### config.mk
export PLATFORM = sky130hd
export DESIGN_NAME = fft64_tw_sequencer
export DESIGN_NICKNAME = d
export VERILOG_FILES = /design/src/rtl/fft64_tw_sequencer.sv
export SDC_FILE = /design/constraint.sdc
export NUM_CORES = 1
export LEC_CHECK = 0
export ABC_CLOCK_PERIOD_IN_PS = 2300
export BUFFER_PORTS_ARGS = -buffer_cell sky130_fd_sc_hd__buf_2
export CORE_ASPECT_RATIO = 1.1
export CORE_MARGIN = 2
export CORE_UTILIZATION = 35
export CTS_CLUSTER_SIZE = 16
export DETAILED_ROUTE_END_ITERATION = 6
export MAX_ROUTING_LAYER = met4
export PLACE_DENSITY = 0.5
export SLEW_MARGIN = 30
export SYNTH_ARGS = -nofsm -noshare
export SYNTH_HDL_FRONTEND = slang
export SYNTH_SLANG_ARGS = --single-unit
### constraint.sdc
create_clock -name clock -period 2.3 [get_ports clock]
set_clock_uncertainty 0.05 [all_clocks]
set_input_delay 0.23 -clock clock [delete_from_list [all_inputs] [get_ports clock]]
set_output_delay 0.23 -clock clock [all_outputs]
set_load 0.01 [all_outputs]
### src/rtl/fft64_tw_sequencer.sv
// Twiddle/framing sequencer for the 64-point radix-2^2 SDF FFT: follows each sample
// down a valid delay line and derives twiddle addresses, bypass flags and output strobes.
module fft64_tw_sequencer #(
    parameter int S1_LAT  = 50,
    parameter int S2_LAT  = 63,
    parameter int OUT_LAT = 70
) (
    input  logic       clock,
    input  logic       reset_n,
    input  logic       clear,
    input  logic       di_en,
    output logic [5:0] s1_tw_addr,
    output logic       s1_tw_byp,
    output logic [5:0] s2_tw_addr,
    output logic       s2_tw_byp,
    output logic       do_en,
    output logic [5:0] do_idx,
    output logic       do_last,
    output logic       busy
);

    generate
        if (!(2 <= S1_LAT && S1_LAT < S2_LAT && S2_LAT <= OUT_LAT && OUT_LAT <= 127)) begin : g_bad_latency
            $error("fft64_tw_sequencer: latency parameters must satisfy 2 <= S1_LAT < S2_LAT <= OUT_LAT <= 127");
        end
    endgenerate

    // Bit-reversed quadrant: maps the radix-2^2 quadrant to its twiddle multiplier.
    function automatic logic [1:0] quad_rev(input logic [1:0] q);
        return {q[0], q[1]};
    endfunction

    logic [OUT_LAT-1:0] dl_q, dl_d;
    logic [5:0]         k1_q, k1_d;
    logic [3:0]         k2_q, k2_d;
    logic [5:0]         ko_q, ko_d;
    logic [5:0]         s1_addr_q, s1_addr_d;
    logic               s1_byp_q, s1_byp_d;
    logic [5:0]         s2_addr_q, s2_addr_d;
    logic               s2_byp_q, s2_byp_d;
    logic               do_en_q, do_en_d;
    logic [5:0]         do_idx_q, do_idx_d;
    logic               do_last_q, do_last_d;

    logic       e1, e2, eo;
    logic [5:0] s1_addr_calc, s2_addr_calc;

    // dl_q[d-1] carries di_en delayed by d cycles.
    assign e1 = dl_q[S1_LAT-2];
    assign e2 = dl_q[S2_LAT-2];
    assign eo = dl_q[OUT_LAT-1];

    assign s1_addr_calc = 6'(k1_q[3:0]) * 6'(quad_rev(k1_q[5:4]));
    assign s2_addr_calc = 6'({k2_q[1:0], 2'b00}) * 6'(quad_rev(k2_q[3:2]));

    always_comb begin
        dl_d      = {dl_q[OUT_LAT-2:0], di_en};
        k1_d      = k1_q;
        k2_d      = k2_q;
        ko_d      = ko_q;
        s1_addr_d = s1_addr_q;
        s1_byp_d  = s1_byp_q;
        s2_addr_d = s2_addr_q;
        s2_byp_d  = s2_byp_q;
        do_en_d   = eo;
        do_idx_d  = do_idx_q;
        do_last_d = eo && (ko_q == 6'd63);

        if (e1) begin
            k1_d      = k1_q + 6'd1;
            s1_addr_d = s1_addr_calc;
            s1_byp_d  = (s1_addr_calc == 6'd0);
        end
        if (e2) begin
            k2_d      = k2_q + 4'd1;
            s2_addr_d = s2_addr_calc;
            s2_byp_d  = (s2_addr_calc == 6'd0);
        end
        if (eo) begin
            ko_d     = ko_q + 6'd1;
            do_idx_d = ko_q;
        end

        // A clear drops everything in flight, including a sample arriving in the same cycle.
        if (clear) begin
            dl_d      = '0;
            k1_d      = '0;
            k2_d      = '0;
            ko_d      = '0;
            s1_addr_d = '0;
            s1_byp_d  = 1'b0;
            s2_addr_d = '0;
            s2_byp_d  = 1'b0;
            do_en_d   = 1'b0;
            do_idx_d  = '0;
            do_last_d = 1'b0;
        end
    end

    always_ff @(posedge clock or negedge reset_n) begin
        if (!reset_n) begin
            dl_q      <= '0;
            k1_q      <= '0;
            k2_q      <= '0;
            ko_q      <= '0;
            s1_addr_q <= '0;
            s1_byp_q  <= 1'b0;
            s2_addr_q <= '0;
            s2_byp_q  <= 1'b0;
            do_en_q   <= 1'b0;
            do_idx_q  <= '0;
            do_last_q <= 1'b0;
        end else begin
            dl_q      <= dl_d;
            k1_q      <= k1_d;
            k2_q      <= k2_d;
            ko_q      <= ko_d;
            s1_addr_q <= s1_addr_d;
            s1_byp_q  <= s1_byp_d;
            s2_addr_q <= s2_addr_d;
            s2_byp_q  <= s2_byp_d;
            do_en_q   <= do_en_d;
            do_idx_q  <= do_idx_d;
            do_last_q <= do_last_d;
        end
    end

    assign s1_tw_addr = s1_addr_q;
    assign s1_tw_byp  = s1_byp_q;
    assign s2_tw_addr = s2_addr_q;
    assign s2_tw_byp  = s2_byp_q;
    assign do_en      = do_en_q;
    assign do_idx     = do_idx_q;
    assign do_last    = do_last_q;
    assign busy       = |dl_q;

endmodule
==> Word-level counts from Yosys, hierarchy flattened <==
Index checks and enable logic that the tools add are counted.
{ "op_classes": {"addsub": 3, "mul": 2, "eq_ne": 1, "mux": 19, "n_reduce_logical": 7} }
{ "op_table": {"columns": ["op", "n"], "rows": [
  ["$mux 70", 1],
  ["$reduce_or 70->1", 1],
  ["$mux 6", 10],
  ["$add 6x1->6 const B", 2],
  ["$logic_not 6->1", 2],
  ["$mux 4", 2],
  ["$eq 6x6->1 const B", 1],
  ["$mul 4x2->6", 1],
  ["$mux 1", 6],
  ["$reduce_bool 2->1", 3],
  ["$add 4x1->4 const B", 1],
  ["$mul 2x2->4", 1],
  ["$logic_and 1x1->1", 1]
]} }
{ "totals": {"regBits": 108, "inputBits": 4, "out_inout_bits": 23} }

==> Longest topological paths before layout <==
Gate-level depths: netlist (run 1).
{ "depth": {"ltp_word": 4, "depth_mapped": 7, "ltp_nobuf": 7} }

==> Worst setup path after synthesis (run 1) <==
Ideal clock, no wire load.
{ "synth_timing": {"path_kind": "reg-to-reg", "from": "reg k1_q[0]", "to": "reg s1_byp_q, in the netlist s1_tw_byp", "setup_time_ns": 0.067, "t_arrival_ns": 1.672, "required_time_ns": 2.183, "slack_ns": 0.510, "stages_incl_launch_ff": 6, "n_path_buf": 0, "period_less_slack_ns": 1.790, "cell_sequence": "dfrtp_1 -> and2_1 -> ha_1 -> fa_1 -> nor4_1 -> a32o_1"} }
{ "synth_between": {"elab_chain_cells": 4} }
{ "synth_lines": {"columns": ["element", "line_no", "rtl"], "rows": [
  ["start, declared", "34", "logic [5:0] k1_q, k1_d;"],
  ["start signal, assigned", "115", "k1_q <= k1_d;"],
  ["$mul 4x2->6", "53", "assign s1_addr_calc = 6'(k1_q[3:0]) * 6'(quad_rev(k1_q[5:4]));"],
  ["$logic_not 6->1", "72", "s1_byp_d = (s1_addr_calc == 6'd0);"],
  ["$mux 1", "69", "if (e1) begin"],
  ["$mux 1", "85", "if (clear) begin"],
  ["end signal, assigned", "119", "s1_byp_q <= s1_byp_d;"],
  ["end, declared", "38", "logic s1_byp_q, s1_byp_d;"]
]} }
Every way passes these cells. The select of a mux whose other input is x is not followed.
A chain may end at the register's enable or synchronous reset.

==> Final worst setup path (run 1) <==
{ "layout_timing": {"from": "reg dl_q[64]", "to": "out busy"} }
{ "layout_between": {"elab_chain_cells": 1} }
{ "layout_lines": {"columns": ["element", "line_no", "rtl"], "rows": [
  ["start, declared", "33", "logic [OUT_LAT-1:0] dl_q, dl_d;"],
  ["start signal, assigned", "114", "dl_q <= dl_d;"],
  ["$reduce_or 70->1", "135", "assign busy = |dl_q;"],
  ["end, declared", "19", "output logic busy"]
]} }
Every way passes these cells.

==> impl_metrics.env, run 1 <==
export IMPL_p_per_area_nw_per_um2=725.7
export IMPL_n_fill_cell=1082
export IMPL_crit_slowest_cell="dfrtp_1"
export IMPL_finalHoldViolCount=0
export IMPL_critical_path_required_ns=2.02
export IMPL_dp_cells=499
export IMPL_arrival_ns=1.87
export IMPL_drc=0
export IMPL_cts_max_level=3
export IMPL_vias=2409
export IMPL_drv_cap=0
export IMPL_critical_path_buf_inv_count=1
export IMPL_syn_area_um2=4105
export IMPL_grt_max_degree=41
export IMPL_multi_input_area_um2=1395
export IMPL_start_kind="flip-flop"
export IMPL_fin_nets=374
export IMPL_grt_usage_pct=12.53
export IMPL_rsz0062_at_grt="false"
export IMPL_synth_main_ff_cell="dfrtp_1"
export IMPL_ys_warnings_count=0
export IMPL_final_max_slew_viol_count=0
export IMPL_critical_path_class="flip-flop to output pin"
export IMPL_cts_clk_slew_worst_paths_ns=0.06
export IMPL_vias_per_cell=4.678
export IMPL_hold_class="primary input to flip-flop"
export IMPL_ys_seq_elements=106
export IMPL_final_cell_count_no_fill=515
export IMPL_timing_rr_end="s1_tw_byp$_DFFE_PN0P_"
export IMPL_synth_distinct_cells=29
export IMPL_antenna_cells=0
export IMPL_crit_fanout=2
export IMPL_gp_congestion=0.7228
export IMPL_grt_pass1_vias=2433
export IMPL_regArea_um2=2653
export IMPL_grt_antenna_before_repair=0
export IMPL_synthArstFlopShare_pct=100.0
export IMPL_area_growth_pct=15.33
export IMPL_fin_crit_sh_pct=93.29
export IMPL_row_count=41
export IMPL_worst_slack_ns=0.1543
export IMPL_io_pins=27
export IMPL_hp_start="di_en"
export IMPL_die_h_um=117.6
export IMPL_numCtsBuffers=9
export IMPL_status="complete, no violations"
export IMPL_utilization_pct=41.39
export IMPL_core_area_um2=11440
export IMPL_drtAntennaViolNets=0
export IMPL_grt_pass1_wl_um=12250
export IMPL_cts_buffer_depth=2
export IMPL_ys_seq_area_share_pct=64.61
export IMPL_dieArea_um2=12610
export IMPL_worst_path_largest_cell_delay_ns=0.39
export IMPL_power_leakage_uw=0.002311
export IMPL_r2r_slack_ns=0.39
export IMPL_clockRootBuffer="clkbuf_16"
export IMPL_overflow=0
export IMPL_fmax_mhz=466.1
export IMPL_initial_core_util_pct=35.89
export IMPL_worstRegToRegCells=5
export IMPL_ir_drop_v=0.0003132
export IMPL_critPathCaptureType="output pin"
export IMPL_drtIter0Drc=97
export IMPL_drt_total_wl_um=6955
export IMPL_routedWlPerCell_um=13.50
export IMPL_hold_ws_ns=0.06202
export IMPL_synth_avg_cell_area_um2=12.29
export IMPL_die_w_um=107.3
export IMPL_cts_setup_buffers=0
export IMPL_postSynthCellCount=334
export IMPL_hpwl_um=4519
export IMPL_setup_viol=0
export IMPL_drive_gt1_share_pct=13.15
export IMPL_cts_tree="built"
export IMPL_first_pass_iters=4
export IMPL_clock_sinks=106
export IMPL_clk_insertion_delay_late_ns=0.34
export IMPL_pre_cts_ws_ns=0.2806
export IMPL_r2r_start="k1_q[0]$_DFFE_PN0P_"
export IMPL_slew_headroom_pct=58.93
export IMPL_fin_tns_setup_ns=0
export IMPL_fin_crit_ns=2.146
export IMPL_worstMarginPinSlew_ns=0.6160
export IMPL_cp_cell_sequence="nor4_2 > nand4_1 > nor4_4 > nand3_1 > buf_2"
export IMPL_cp_top_family="simple AND/OR/NAND/NOR gates"
export IMPL_port_buffers=24
export IMPL_hold_depth=2
export IMPL_hold_path_end="dl_q[0]$_DFF_PN0_"
export IMPL_synth_edf_count=0
-- cell type report --
type	count	share of cell area, %
Multi-Input combinational cell	212	29.47
Inverter	1	0.07928
Sequential cell	106	56.03
Tap cell	150	3.964
Timing Repair Buffer	31	4.334
Clock inverter	2	0.2114
Clock buffer	13	5.920
-- report_power, final --
group,internal (µW),total (µW),switching [µW]
Sequential,1870,1870,1.27
Clock,843,1480,632
Combinational,20.0,92.6,72.5
-- worst max-delay path by stage --
stage	from	end	slack, ns	depth (start not counted)
global route	dl_q[23]$_DFF_PN0_	busy	0.003	5
finish	dl_q[64]$_DFF_PN0_	busy	0.15	5
global placement	dl_q[43]$_DFF_PN0_	busy	0.27	5
detailed placement	dl_q[64]$_DFF_PN0_	busy	0.28	5
CTS	dl_q[64]$_DFF_PN0_	busy	0.02	5
floorplan	k1_q[0]$_DFFE_PN0P_	s1_tw_byp$_DFFE_PN0P_	0.51	5
-- kinds of logic after synthesis --
family	count (synthesis)	synth area share, %
compound gates	12	1.829
xor+xnor	13	2.774
other cells	1	0.09135
buf+inv	17	2.011
flops	106	64.61
fa+ha+maj	9	2.926
simple gates	160	21.85
mux	16	3.901
-- state kept, by name, summed over array words and instances (netlist names), 4 cells and up --
register and cells:
s1_tw_addr 6, s2_tw_addr 4, k1_q 6, dl_q 70, ko_q 6, k2_q 4
do_idx 6
-- metal layers --
metal  track usage, %  up-vias  share of wire, %
met3            2.215       12               2.6
met4            5.601        0               1.9
met5                -        -                 0
met1            17.68     1207                49
li1                 -     1161                 -
met2            17.64       29                46
-- synth_stat cells, types with 4 or more instances --
cell type	instances	area, µm²
a21oi_1	5	25.02
and2_1	9	56.30
buf_2	9	45.04
clkbuf_1	5	18.77
dfrtp_1	106	2653
ha_1	8	100.1
mux2i_1	16	160.2
nand2_1	8	30.03
nand3_1	7	35.03
nand4_1	8	50.05
nor2_1	32	120.1
nor2b_1	71	444.2
nor4_1	19	118.9
xnor2_1	4	35.03
xor2_1	9	78.83
-- what timing repair did --
action	CTS	global route
gates cloned	0	0
gates resized for setup	1	2
setup endpoints to repair	1	1
pin swaps	0	0
endpoints found under the hold margin	38	0
hold buffers	1	0
-- worst reg2reg max path: stages (launching register included) --
cell and delay [ns]:
dfrtp_1 0.46, and2_1 0.19, ha_1 0.22, fa_1 0.46, nor4_1 0.27, a32o_1 0.21
-- through the flow --
stage          total power [µW]  cell area, µm²
6_report                   3436            4735
4_1_cts                    3490            4720
3_5_place_dp               1997            4413
3_3_place_gp               1997            4413
5_1_grt                    3557            4735
2_1_floorplan              1939            4109
-- cells in the final DEF (no fill, tap or decap), drive strengths merged, types with 7 or more instances in the layout --
cell,synthesis,final
nand4,9,9
nand3,7,7
mux2i,16,16
nor2,32,32
nor4,19,19
clkbuf,5,13
buf,11,30
nor2b,71,71
nand2,8,8
ha,8,8
dfrtp,106,106
and2,9,9
xor2,9,9
Note: power is estimated with default switching activity, not from simulation.
==> run 2: changes to the inputs <==
MAX_ROUTING_LAYER = unset   (was met4)
==> run 2 against run 1 <==
  * Utilization stayed put
  * Total power is 0.12% lower
  * Global-route usage is 0.35 points lower
  * Clock power hardly changed
  * Via count stayed put
  * Wire length hardly changed
  * Worst hold slack hardly changed
  * Critical path depth stayed put
  * Combinational power hardly changed
  * Sequential share of layout area stayed put
  * Sequential cell count stayed put
  * Critical path type unchanged
  * Largest cell class unchanged
==> impl_metrics.env, run 2 (synthesis results as in run 1) <==
export IMPL_initial_core_util_pct=35.89
export IMPL_first_pass_iters=4
export IMPL_arrival_ns=1.86
export IMPL_fmax_mhz=466.8
export IMPL_power_leakage_uw=0.002311
export IMPL_clockRootBuffer="clkbuf_16"
export IMPL_start_kind="flip-flop"
export IMPL_final_max_slew_viol_count=0
export IMPL_hp_start="di_en"
export IMPL_clock_sinks=106
export IMPL_gp_congestion=0.7146
export IMPL_final_cell_mix="dfrtp_1 (106), nor2b_1 (71), nor2_1 (32)"
export IMPL_hold_class="primary input to flip-flop"
export IMPL_cts_clk_slew_worst_paths_ns=0.06
export IMPL_cp_cell_sequence="nor4_2 > nand4_1 > nor4_4 > nand3_1 > buf_2"
export IMPL_final_common_cell="dfrtp_1"
export IMPL_drtIter0Drc=79
export IMPL_clockPowerShare_pct=42.9
export IMPL_r2r_start="k1_q[0]$_DFFE_PN0P_"
export IMPL_critical_path_class="flip-flop to output pin"
export IMPL_grt_max_degree=41
export IMPL_largest_reg_flops=70
export IMPL_finalHoldViolCount=0
export IMPL_drive_gt1_share_pct=13.15
export IMPL_port_buffers=24
export IMPL_overflow=0
export IMPL_fin_crit_sh_pct=93.14
export IMPL_dieArea_um2=12610
export IMPL_worstMarginPinSlew_ns=0.6152
export IMPL_setup_viol=0
export IMPL_drv_cap=0
export IMPL_rsz0062_at_grt="false"
export IMPL_ir_drop_v=0.0003135
export IMPL_crit_fanout=2
export IMPL_antenna_cells=0
export IMPL_critical_path_required_ns=2.02
export IMPL_status="complete, no violations"
export IMPL_grt_pass1_vias=2427
export IMPL_vias=2409
export IMPL_die_w_um=107.3
export IMPL_drtAntennaViolNets=0
export IMPL_p_int_uw=2729
export IMPL_p_per_area_nw_per_um2=724.9
export IMPL_regMostFlops="dl_q"
export IMPL_drt_total_wl_um=6950
export IMPL_hpwl_um=4519
export IMPL_fin_nets=374
export IMPL_startpoint="dl_q[64]$_DFF_PN0_"
export IMPL_area_growth_pct=15.33
export IMPL_placed_area_um2=4413
export IMPL_pwr_share_seq_pct=54.4
export IMPL_cts_tree="built"
export IMPL_worst_slack_ns=0.1577
export IMPL_grt_pass1_wl_um=12250
export IMPL_design_area_um2=4735
export IMPL_fin_tns_setup_ns=0
export IMPL_grt_antenna_before_repair=0
export IMPL_io_pins=27
export IMPL_cts_buffer_depth=2
export IMPL_clk_insertion_delay_late_ns=0.34
export IMPL_die_h_um=117.6
export IMPL_fin_crit_ns=2.142
export IMPL_grt_usage_pct=12.19
export IMPL_core_area_um2=11440
export IMPL_worst_path_largest_cell_delay_ns=0.39
export IMPL_cts_max_level=3
export IMPL_critPathCaptureType="output pin"
export IMPL_p_switching_uw=702.4
export IMPL_drc=0
export IMPL_crit_slowest_cell="dfrtp_1"
export IMPL_routedWlPerCell_um=13.50
export IMPL_vias_per_cell=4.678
export IMPL_row_count=41
export IMPL_share_comb_of_total_power_pct=2.7
export IMPL_numCtsBuffers=9
export IMPL_swShare_pct=20.47
export IMPL_slew_headroom_pct=58.99
export IMPL_pre_cts_ws_ns=0.2806
==> run 2: cell counts in the layout (fill, tap and decap cells not counted) <==
Identical to the previous run, type by type.
==> run 2: path summary, 6_finish.rpt <==
path / slack [ns] / to / cells after the start
worst max-delay path: 0.16 / busy / 5
worst min-delay path: 0.06 / dl_q[0]$_DFF_PN0_ / 2
worst max register to register: 0.39 / s1_tw_byp$_DFFE_PN0P_ / 5
worst min register to register: 0.44 / dl_q[48]$_DFF_PN0_ / 1
max in group asynchronous: 1.23 / dl_q[44]$_DFF_PN0_ / 3
min in group asynchronous: 0.37 / do_idx[2]$_DFFE_PN0P_ / 2
==> run 2: area by class of cell <==
cell class / instances / area [µm²]
Clock inverter: 2 / 10.01
Clock buffer: 13 / 280.3
Fill cell: 1082 / 6705
Multi-Input combinational cell: 212 / 1395
Tap cell: 150 / 187.7
Sequential cell: 106 / 2653
Inverter: 1 / 3.754
Timing Repair Buffer: 31 / 205.2
==> run 2: what timing repair did <==
action                                  CTS  global route
cloned                                    0             0
hold buffers                              1             0
buffers inserted                          0             0
hold endpoints to repair                 38             0
resized for setup                         1             2
endpoints found under the setup margin    1             1
==> run 2: power by group through the flow <==
stage / sequential (µW) / combinational [µW] / clock [µW]
after global routing: 1870 / 108 / 1580
after detailed placement: 1900 / 94.3 / 0
final: 1870 / 92.7 / 1470
after CTS: 1870 / 96.7 / 1530
after global placement: 1900 / 94.6 / 0
after floorplan: 1900 / 36.0 / 0
==> run 2: stage by stage <==
stage | hold WS (ns) | cells | utilization, % | power [µW]
final | 0.06225 | 515 | 41.39 | 3432
after global placement | 0.2016 | 499 | 38.58 | 1997
after detailed placement | 0.2060 | 499 | 38.58 | 1997
after CTS | 0.05009 | 515 | 41.26 | 3490
after floorplan | -0.1156 | 335 | - | 1939
after global routing | 0.08261 | 515 | 41.39 | 3559
==> run 2: critical path: cells and delay by family (launching register included) <==
family	cells	cell delay [ns]
buf+inv	1	0.15
simple gates	4	0.98
flops	1	0.39
==> run 2: per-layer routing <==
metal | part of all wire, % | GRT usage, % | wire length, µm
met1 | 49 | 17.64 | 3411
met3 | 2.3 | 2.215 | 163
met2 | 47 | 17.68 | 3237
met4 | 2.0 | 5.601 | 138
met5 | 0 | 0 | 0
